**src/rtl/debounce_pkg.sv**
```systemverilog
// Shared definitions for the button debouncer family.
package debounce_pkg;

  localparam int unsigned MAX_CHANNELS = 16;

  typedef struct packed {
    logic press_e;
    logic release_e;
    logic repeat_e;
  } deb_event_t;

endpackage

```
**src/rtl/tick_gen.sv**
```systemverilog
// Free-running heartbeat: tick is high for one cycle every PERIOD cycles.
module tick_gen #(
  parameter int unsigned PERIOD = 2097152
) (
  input  logic sysclk,
  input  logic reset_n,
  output logic tick
);

  localparam int unsigned CW = (PERIOD > 1) ? $clog2(PERIOD) : 1;

  logic [CW-1:0] count_q, count_d;
  logic          tick_q, tick_d;

  // Tick is registered one count early so it lines up with count == PERIOD-1.
  always_comb begin
    count_d = count_q + CW'(1);
    if (count_q == CW'(PERIOD - 1)) count_d = '0;
    tick_d = (count_d == CW'(PERIOD - 1));
  end

  always_ff @(posedge sysclk or negedge reset_n) begin
    if (!reset_n) begin
      count_q <= '0;
      tick_q  <= 1'b0;
    end else begin
      count_q <= count_d;
      tick_q  <= tick_d;
    end
  end

  assign tick = tick_q;

endmodule

```
**src/rtl/multi_debounce.sv**
```systemverilog
// N-channel push-button debouncer with press/release/auto-repeat pulses.
module multi_debounce
  import debounce_pkg::*;
#(
  parameter int unsigned CHANNELS     = 4,
  parameter int unsigned TICK_PERIOD  = 2097152,
  parameter int unsigned STABLE_TICKS = 3,
  parameter int unsigned ONEHOT       = 1,
  parameter int unsigned REPEAT_DELAY = 0,
  parameter int unsigned REPEAT_RATE  = 1
) (
  input  logic                sysclk,
  input  logic                reset_n,
  input  logic [CHANNELS-1:0] x,
  output logic [CHANNELS-1:0] level,
  output logic [CHANNELS-1:0] press_p,
  output logic [CHANNELS-1:0] release_p,
  output logic [CHANNELS-1:0] repeat_p
);

  localparam int unsigned SW   = (STABLE_TICKS > 0) ? $clog2(STABLE_TICKS + 1) : 1;
  localparam int unsigned RMAX = REPEAT_DELAY + REPEAT_RATE;
  localparam int unsigned RW   = $clog2(RMAX + 1);

  logic [CHANNELS-1:0] s1_q, xs_q;
  logic [CHANNELS-1:0] q;
  logic                tick;

  always_ff @(posedge sysclk or negedge reset_n) begin
    if (!reset_n) begin
      s1_q <= '0;
      xs_q <= '0;
    end else begin
      s1_q <= x;
      xs_q <= s1_q;
    end
  end

  tick_gen #(.PERIOD(TICK_PERIOD)) u_tick (
    .sysclk  (sysclk),
    .reset_n (reset_n),
    .tick    (tick)
  );

  for (genvar i = 0; i < CHANNELS; i++) begin : g_ch
    logic [SW-1:0] cnt_q, cnt_d, cnt_inc;
    logic [RW-1:0] rcnt_q, rcnt_d, rcnt_inc;
    logic          lvl_q, lvl_d;
    deb_event_t    ev_q, ev_d;

    // In exclusive mode a channel only counts as pressed when it is alone.
    if (ONEHOT != 0) begin : g_oh
      assign q[i] = xs_q[i] & ~|(xs_q & ~(CHANNELS'(1) << i));
    end else begin : g_ind
      assign q[i] = xs_q[i];
    end

    always_comb begin
      cnt_d    = cnt_q;
      rcnt_d   = rcnt_q;
      lvl_d    = lvl_q;
      ev_d     = '0;
      cnt_inc  = cnt_q + SW'(1);
      rcnt_inc = (rcnt_q == RW'(RMAX)) ? rcnt_q : rcnt_q + RW'(1);
      if (tick) begin
        if (q[i] == lvl_q) begin
          cnt_d = '0;
        end else if (cnt_inc == SW'(STABLE_TICKS)) begin
          cnt_d          = '0;
          lvl_d          = q[i];
          ev_d.press_e   = q[i];
          ev_d.release_e = ~q[i];
        end else begin
          cnt_d = cnt_inc;
        end
        // Repeat counter runs only across ticks where the level stays high.
        if (ev_d.press_e || !lvl_d) begin
          rcnt_d = '0;
        end else if (REPEAT_DELAY > 0) begin
          if (rcnt_inc == RW'(REPEAT_DELAY) || rcnt_inc == RW'(RMAX)) begin
            ev_d.repeat_e = 1'b1;
            rcnt_d        = RW'(REPEAT_DELAY);
          end else begin
            rcnt_d = rcnt_inc;
          end
        end
      end
    end

    always_ff @(posedge sysclk or negedge reset_n) begin
      if (!reset_n) begin
        cnt_q  <= '0;
        rcnt_q <= '0;
        lvl_q  <= 1'b0;
        ev_q   <= '0;
      end else begin
        cnt_q  <= cnt_d;
        rcnt_q <= rcnt_d;
        lvl_q  <= lvl_d;
        ev_q   <= ev_d;
      end
    end

    assign level[i]     = lvl_q;
    assign press_p[i]   = ev_q.press_e;
    assign release_p[i] = ev_q.release_e;
    assign repeat_p[i]  = ev_q.repeat_e;
  end

endmodule

```
**config.mk**
```make
export PLATFORM = sky130hd
export DESIGN_NAME = multi_debounce
export DESIGN_NICKNAME = d
export VERILOG_FILES = /design/src/rtl/debounce_pkg.sv /design/src/rtl/tick_gen.sv /design/src/rtl/multi_debounce.sv
export SDC_FILE = /design/constraint.sdc
export NUM_CORES = 1
export LEC_CHECK = 0
export ABC_AREA = 1
export BUFFER_PORTS_ARGS = -buffer_cell sky130_fd_sc_hd__buf_2
export CORE_AREA = 8 8 87 89
export CTS_CLUSTER_DIAMETER = 60
export DETAILED_ROUTE_END_ITERATION = 10
export DIE_AREA = 0 0 95 97
export PLACE_DENSITY = 0.57
export RECOVER_POWER = 25
export SLEW_MARGIN = 10
export SYNTH_ARGS = -nofsm -noshare
export SYNTH_HDL_FRONTEND = slang
export SYNTH_SLANG_ARGS = --single-unit
```
**constraint.sdc**
```tcl
create_clock -name sysclk -period 2.6 [get_ports sysclk]
set_input_delay 0 -clock sysclk [delete_from_list [all_inputs] [get_ports sysclk]]
set_output_delay 0 -clock sysclk [all_outputs]
set_load 0.01 [all_outputs]
```
-- Yosys cells after proc, flatten, opt, wreduce, memory -nomap -nowiden
Index checks and enable logic that the tools add are counted.
Widths: inputs -> output; s select.
- logic and storage cells: 80
- flip-flop bits (word level): 50
- output and inout port bits: 16
- input bits: 6
- muxes and demuxes: 21
- eq/ne operators: 10
- bitwise gates (word level): 12
- reductions and logical operators: 12
- add/sub/neg operators: 5
- operator list (kind ; number):
    $eq 21x21->1 const B ; 2
    $mux 2 ; 20
    $add 21x1->21 const B ; 1
    $mux 21 ; 1
    $reduce_and 3->1 ; 4
    $reduce_or 3->1 ; 4
    $add 2x1->2 const B ; 4
    $eq 2x2->1 const B ; 4
    $not 1->1 ; 8
    $and 1x1->1 ; 4
    $eq 1x1->1 ; 4
    $logic_not 1->1 ; 4

-- Depth between registers and ports, before layout
Gate-level depths: netlist (run 1).
- word-level depth: 7
- gate-level depth with buffers: 12
- depth with buffers taken out: 12

-- Cells and area by module
From an unflattened synthesis (run 1), not the netlist that was laid out.
- cell total of the unflattened synthesis: 300
- area, all modules: 2477.4 um^2
- by module, submodules not included (module ; area each (um^2) ; cells each ; times used ; sequential area each (um^2)):
    tick_gen ; 1277.5 ; 180 ; 1 ; 550.5
    multi_debounce ; 1199.9 ; 120 ; 1 ; 700.7

-- Worst setup path before layout (run 1)
OpenSTA, ideal clock, no wires.
- path kind: register to register
- from: reg u_tick.count_q[0]
- to: reg u_tick.count_q[3]
- required time: 2.513 ns
- period minus slack after synthesis: 1.548 ns
- arrival time: 1.460 ns
- buffers on the path: 0
- slack: 1.052 ns
- stages on the path, launching flop included: 9
- library setup time: 0.087 ns
- cell sequence: dfrtp_1 -> ha_1 -> nand3_2 -> inv_2 -> nand2_4 -> nor2_8 -> nand3b_1 -> clkinv_1 -> nor3_1
- word-level cells in the longest chain between the ends: 2
- elaborated cells between the ends (all ways): 3
- those cells by class: add/sub (1); eq/ne (1); mux (1)
- RTL lines (what ; line ; RTL):
    start: declaration ; tick_gen.sv:12 ; logic [CW-1:0] count_q, count_d;
    start signal: assignment ; tick_gen.sv:27 ; count_q <= count_d;
    $add 21x1->21 or $eq 21x21->1 (tied branches) ; tick_gen.sv:17, tick_gen.sv:18 ;
    $mux 21 * ; tick_gen.sv:18 ; if (count_q == CW'(PERIOD - 1)) count_d = '0;
    named net u_tick.count_d[3] ; tick_gen.sv:12 ;
Mark *: on every way through the listed nets, which the timed path passes. The rest lies on a longest branch.
A chain may end at the register's enable or synchronous reset.

-- Worst setup path after layout (run 1)
Same ends and word-level chain as after synthesis.

==> results of run 1 <==
-- cell families after synthesis --
| logic type | count (synthesis) | share of synthesized area |
|---|---|---|
| DFF | 50 | 0.515 |
| and+or+nand+nor | 153 | 0.315 |
| buffers and inverters | 50 | 0.0896 |
| adders and majority gates | 1 | 0.00515 |
| AOI/OAI and AO/OA | 25 | 0.0597 |
| xor gates and xnor gates | 4 | 0.0144 |
| other | 1 | 0.00154 |
-- Yosys cell counts (all sizes together) --
cell type	number	area, um2
nand3	18	105
o21ai	17	88.8
xor2	1	8.76
or2	2	12.5
a21o	1	7.51
clkinv	1	3.75
nor3	5	36.3
dfrtp	50	1250
nand3b	5	41.3
nand4	14	87.6
inv	39	146
clkbuf	2	7.51
and2	1	6.26
nand2	65	262
conb	1	3.75
nor2	43	215
a31oi	1	6.26
a21oi	4	23.8
o21bai	2	18.8
buf	8	60.1
xnor2	3	26.3
ha	1	12.5
-- routing by layer --
layer	wire length, um	vias to the layer above
li1	-	931
met1	2180	818
met2	2040	27
met3	229	7
met4	69	0
met5	0	-
-- critical path, stage by stage, from the launching register on --
cell and delay (ps):
dfrtp_1 420, ha_1 260, nand3_2 130, inv_2 80, nand2_4 90, nor2_8 40, nand3b_1 220, clkinv_1 300
nor3_1 210
-- registers in the layout, summed over array words and instances (netlist names) --
signal and count:
press_p 4, u_tick.tick 1, g_ch.cnt_q 8, xs_q 4
release_p 4, g_ch.lvl_q 4, s1_q 4, u_tick.count_q 21
-- layout make-up --
cell class,instances,share of cell area
flip-flops and latches,50,0.465
multi-input cells,187,0.362
inverters,40,0.0558
repair buffers,22,0.0502
well taps,77,0.0358
clock buffers,5,0.0256
clock inverters,2,0.00558
-- power groups by stage --
stage          Clock, W  Sequential [W]  Combinational (W)
2_1_floorplan         0        0.000801          0.0000134
3_3_place_gp          0        0.000802          0.0000290
3_5_place_dp          0        0.000802          0.0000295
4_1_cts        0.000462        0.000787          0.0000353
5_1_grt        0.000498        0.000788          0.0000397
6_report       0.000444        0.000786          0.0000338
-- worst paths after layout --
path,from,end,slack [ps]
max,u_tick.count_q[0],u_tick.count_q[3],760
min,x[1],s1_q[1],340
max reg2reg,u_tick.count_q[0],u_tick.count_q[3],760
min reg2reg,s1_q[0],xs_q[0],350
max in group asynchronous,reset_n,g_ch[0].cnt_q[0],1380
min in group asynchronous,reset_n,press_p[2],480
-- stage by stage --
stage | util | hold WS (ps) | power, W
after floorplan | - | -296 | 0.000815
after global placement | 0.412 | 108 | 0.000831
after detailed placement | 0.412 | 109 | 0.000831
after CTS | 0.434 | 328 | 0.00128
after global routing | 0.434 | 330 | 0.00133
final | 0.434 | 339 | 0.00126
==> metrics.txt, run 1 <==
type of the worst min-delay path primary input to flip-flop; antenna viol nets, final 0; clock buffer count from CTS 5; Yosys warning total 0; fin crit share 0.707; # Post-CTS Setup Buffers 0; Yosys reg bits 50; fin area between 2000 and 3000 um2; RSZ-0062 raised after global routing false; setup_tns 0 ps; CTS Hold Bufs 5; Setup crit end kind flip-flop; area of the multi-input gates ~970 um2; CTS resizes 0; I/O pins 22; Int Pwr ~0.001 W; Place WS 757 ps; via count between 1500 and 2000; Clk pwr share 0.351; startpoint class of the critical path flip-flop; fillers around 590; total of max-cap violations 0; row count 29; relative slew slack 0.189; Die H 97 um; M3 GR Usage 0.0278; Register Area around 1300 um2; vias in the first global route ~1700; Via-to-Cell Ratio around 4.7; Netlist cell types 35; Arr. time, crit path just over 2000 ps; Die Wd about 95 um; Static Leak ~1.3 nW; Avg Synthesized Cell Area 8.56 um2; final setup fails 0; Seq pwr share 0.622; WS Path Type flip-flop to flip-flop; share of layout cells above drive strength 1 0.163; register area share after synthesis 0.515; Ant. Diodes 0; dpl cell area roughly 2600 um2; Tmin final 1840 ps; # port buffers 17; DIE AREA approximately 9000 um2; worst-case clock buffer depth 2; largest net degree at the start of global routing between 50 and 60; Comb power frac 0.027; first-pass GRT wire length slightly below 8000 um; Final Slew Violations 0; H-tree Lvls 2; P_sw 0.000286 W; met2 Use GR 0.166; Placed Cells ~370; met1 Usage GRT 0.138; core area about 6200 um2; fin nets 313; routed len/inst 11.8 um; gate count after technology mapping 284; WP data required around 2800 ps; maximum VDD drop 0.000314 V; area growth from synthesis to layout 10.7%; Initial Util 0.392; commonest non-fill, non-tap cells in the layout nand2_1, dfrtp_1, inv_1; gr busiest metal met2; initial antenna violation count 0; post-detail-place hpwl between 3000 and 4000 um; Final Hold Viols 0; Reg clk slew, reported paths approximately 90 ps; total iterations of the first detailed-routing run 4; Root Buffer clkbuf_8; Final WS setup between 700 and 800 ps; CTS tree done; total track usage 0.107; post-route insts no fill around 380; Post-Synthesis Cell Area approximately 2400 um2; clk_lat worst skew 300 ps; switching share of power 0.227; GPL Wtd Cong 0.862; Worst R2R Path Depth 8; hold path cells 2; DRT iter0 DRCs 37; Post-Route WL approximately 4500 um; CTS Sinks 50; status finished, final reports clean; commonest non-fill, non-tap cell in the layout nand2_1; Worst Path Max Fanout 9; maximum clock rate 0.544 GHz; grt ovf 0; Fin Clk Skew a little under 7 ps; Residual DRC 0; Tightest Pin Transition 1220 ps; pwr/cell area approximately 470 nW/um2
(Power assumes the default switching activity.)
==> run 2: changes to the inputs <==
PLACE_DENSITY = 0.59   (was 0.57)
clock period = 1.5 ns   (was 2.6 ns; I/O delays follow)
==> run 2 against run 1 <==
  * The run now ends with negative setup slack left
  * Via count grew 11%
  * Die area unchanged
  * Clock skew grew 3.0 ps
  * Total power is 92% higher
  * Largest power group unchanged
==> metrics.txt, run 2 (same netlist as run 1, synthesis figures left out) <==
Fin Clk Skew 9.92 ps (+3.00 ps); type of the worst min-delay path primary input to flip-flop; final setup fails 13 (+13); fin nets 364 (+16%); H-tree Lvls 2 (unchanged); status complete, but fails checks; Register Area 1250 um2 (+0.30%); failing checks negative setup slack; Worst Path Max Fanout 5 (-4); WS Path Type flip-flop to flip-flop; worst-path cell with the longest stage delay dfrtp_1; largest net degree at the start of global routing 51 (unchanged); Final Slew Violations 0 (unchanged); area growth from synthesis to layout 32.1%; grt ovf 0 (unchanged); maximum clock rate 0.611 GHz (+12%); commonest non-fill, non-tap cells in the layout nand2_1, dfrtp_1, buf_4; post-detail-place hpwl 3800 um (+13%); CTS Sinks 50 (unchanged); # port buffers 17 (unchanged); Largest register FFs 21 (unchanged); total of max-cap violations 0 (unchanged); first-pass GRT wire length 8780 um (+12%); Setup crit end kind flip-flop; Final Hold Viols 0 (unchanged); maximum VDD drop 0.000428 V (+36%); DIE AREA 9220 um2 (unchanged); setup_tns -905 ps (-905 ps); initial antenna violation count 0 (unchanged); Die Wd 95 um (unchanged); switching share of power 0.223 (-0.00398); final core area utilization 0.517 (+0.0839); DRT iter0 DRCs 76 (+110%); fin crit share 1.09 (+0.384); Tightest Pin Transition 1100 ps (-120 ps); row count 29 (unchanged); Top reg by flops u_tick.count_q; Largest regs u_tick.count_q (21), g_ch.cnt_q (8); relative slew slack 0.269 (+0.0797); vias in the first global route 1914 (+12%); Arr. time, crit path 1890 ps (-170 ps); WP data required 1750 ps (-1070 ps); Die H 97 um (unchanged); startpoint class of the critical path flip-flop; Comb power frac 0.029 (+0.002); total iterations of the first detailed-routing run 4 (unchanged); Final WS setup -137 ps (-899 ps); Tmin final 1640 ps (-201 ps); I/O pins 22 (unchanged); Clk pwr share 0.410 (+0.059); via count 1985 (+11%); CTS tree done; total track usage 0.119 (+0.0119); GPL Wtd Cong 0.841 (-2.4%); Post-Route WL 5180 um (+15%); worst-path cell chain ha_2 > nand3_4 > inv_4 > nand2_4 > nor2_8 > buf_6 > nand3b_1 > nand2_2 > nand2_1 > nor2_2 > nand3_2 > nor2_2; Seq pwr share 0.561 (-0.061); area of the multi-input gates 1060 um2 (+9.0%); clk_lat worst skew 310 ps (about the same); Via-to-Cell Ratio 4.56 (-2.0%); core area 6200 um2 (unchanged); Worst path most repeated cell nor2_2; antenna viol nets, final 0 (unchanged); CP max stage delay 370 ps (-50 ps); share of layout cells above drive strength 1 0.358 (+0.194); Static Leak 1.61 nW (+21%); worst-case clock buffer depth 2 (unchanged); Reg clk slew, reported paths 100 ps (about the same); Initial Util 0.392 (unchanged); Root Buffer clkbuf_8; clock buffer count from CTS 5 (unchanged); P_sw 0.000541 W (+89%); Int Pwr 0.00189 W (+93%); Ant. Diodes 0 (unchanged); pwr/cell area 757 nW/um2 (+61%); RSZ-0062 raised after global routing true; fillers 552 (-5.6%); Residual DRC 0 (unchanged); routed len/inst 11.9 um (+1.0%); commonest non-fill, non-tap cell in the layout nand2_1
## run 2: changes by cell type in the layout (fill, tap and decap cells not counted), sizes merged
cell / change
buf: +51
clkinvlp: -2
bufinv: +1
clkinv: +2
clkbuf: -1
inv: +1
## run 2: power groups by stage
stage                     Combinational [W]  Sequential [W]  Clock, W
after detailed placement          0.0000611         0.00139         0
after floorplan                   0.0000233         0.00139         0
after global placement            0.0000598         0.00139         0
final                             0.0000695         0.00136  0.000996
after global routing              0.0000816         0.00137   0.00108
after CTS                         0.0000714         0.00136   0.00102
## run 2: critical path: cells and delay by family, from the launching register on
family	cells	cell delay (ps)
adder cells (fa/ha/maj)	1	210
buffers and inverters	2	200
flip-flops	1	370
AND/OR/NAND/NOR	9	790
## run 2: final timing paths
path                            slack (ps)         startpoint  depth (start not counted)                end
max in group asynchronous              250            reset_n                          3  u_tick.count_q[3]
worst max register to register        -140  u_tick.count_q[1]                         12        u_tick.tick
worst min register to register         360            s1_q[1]                          0            xs_q[1]
min in group asynchronous              500            reset_n                          3      g_ch[2].lvl_q
worst min-delay path                   330               x[2]                          2            s1_q[2]
worst max-delay path                  -140  u_tick.count_q[1]                         12        u_tick.tick
## run 2: what timing repair did
item                       in CTS  in global routing
setup buffers                   3                  8
gates cloned                    1                  0
setup endpoints to repair      12                 18
pin swaps                       3                 21
hold buffers                    5                  0
hold endpoints to repair       54                  0
resized for setup               4                 27
## run 2: routing by layer
| layer | share of wire | wire length (um) | GRT usage | vias to the layer above |
|---|---|---|---|---|
| li1 | - | - | - | 1032 |
| met2 | 0.48 | 2460 | 0.192 | 18 |
| met4 | 0.011 | 55 | 0.0325 | 0 |
| met3 | 0.037 | 189 | 0.0301 | 5 |
| met5 | 0 | 0 | 0 | - |
| met1 | 0.48 | 2470 | 0.151 | 930 |
## run 2: layout make-up
class | count | area share
sequential | 50 | 0.391
inverter | 40 | 0.0491
tap | 77 | 0.0300
timing repair inverter | 1 | 0.00156
clock inverter | 3 | 0.0148
clock buffer | 5 | 0.0214
timing repair buffer | 72 | 0.162
multi-input combinational | 187 | 0.330
## run 2: through the flow
| step | std cells | power, W | setup WS [ps] | hold WS [ps] | instance area (um2) |
|---|---|---|---|---|---|
| after floorplan | 287 | 0.00141 | -17.2 | -296 | 2450 |
| after global placement | 411 | 0.00145 | -196 | 10.8 | 2880 |
| after detailed placement | 411 | 0.00145 | -192 | 11.8 | 2880 |
| after CTS | 427 | 0.00246 | -148 | 203 | 3080 |
| after global routing | 435 | 0.00253 | -265 | 312 | 3210 |
| final | 435 | 0.00243 | -137 | 326 | 3210 |
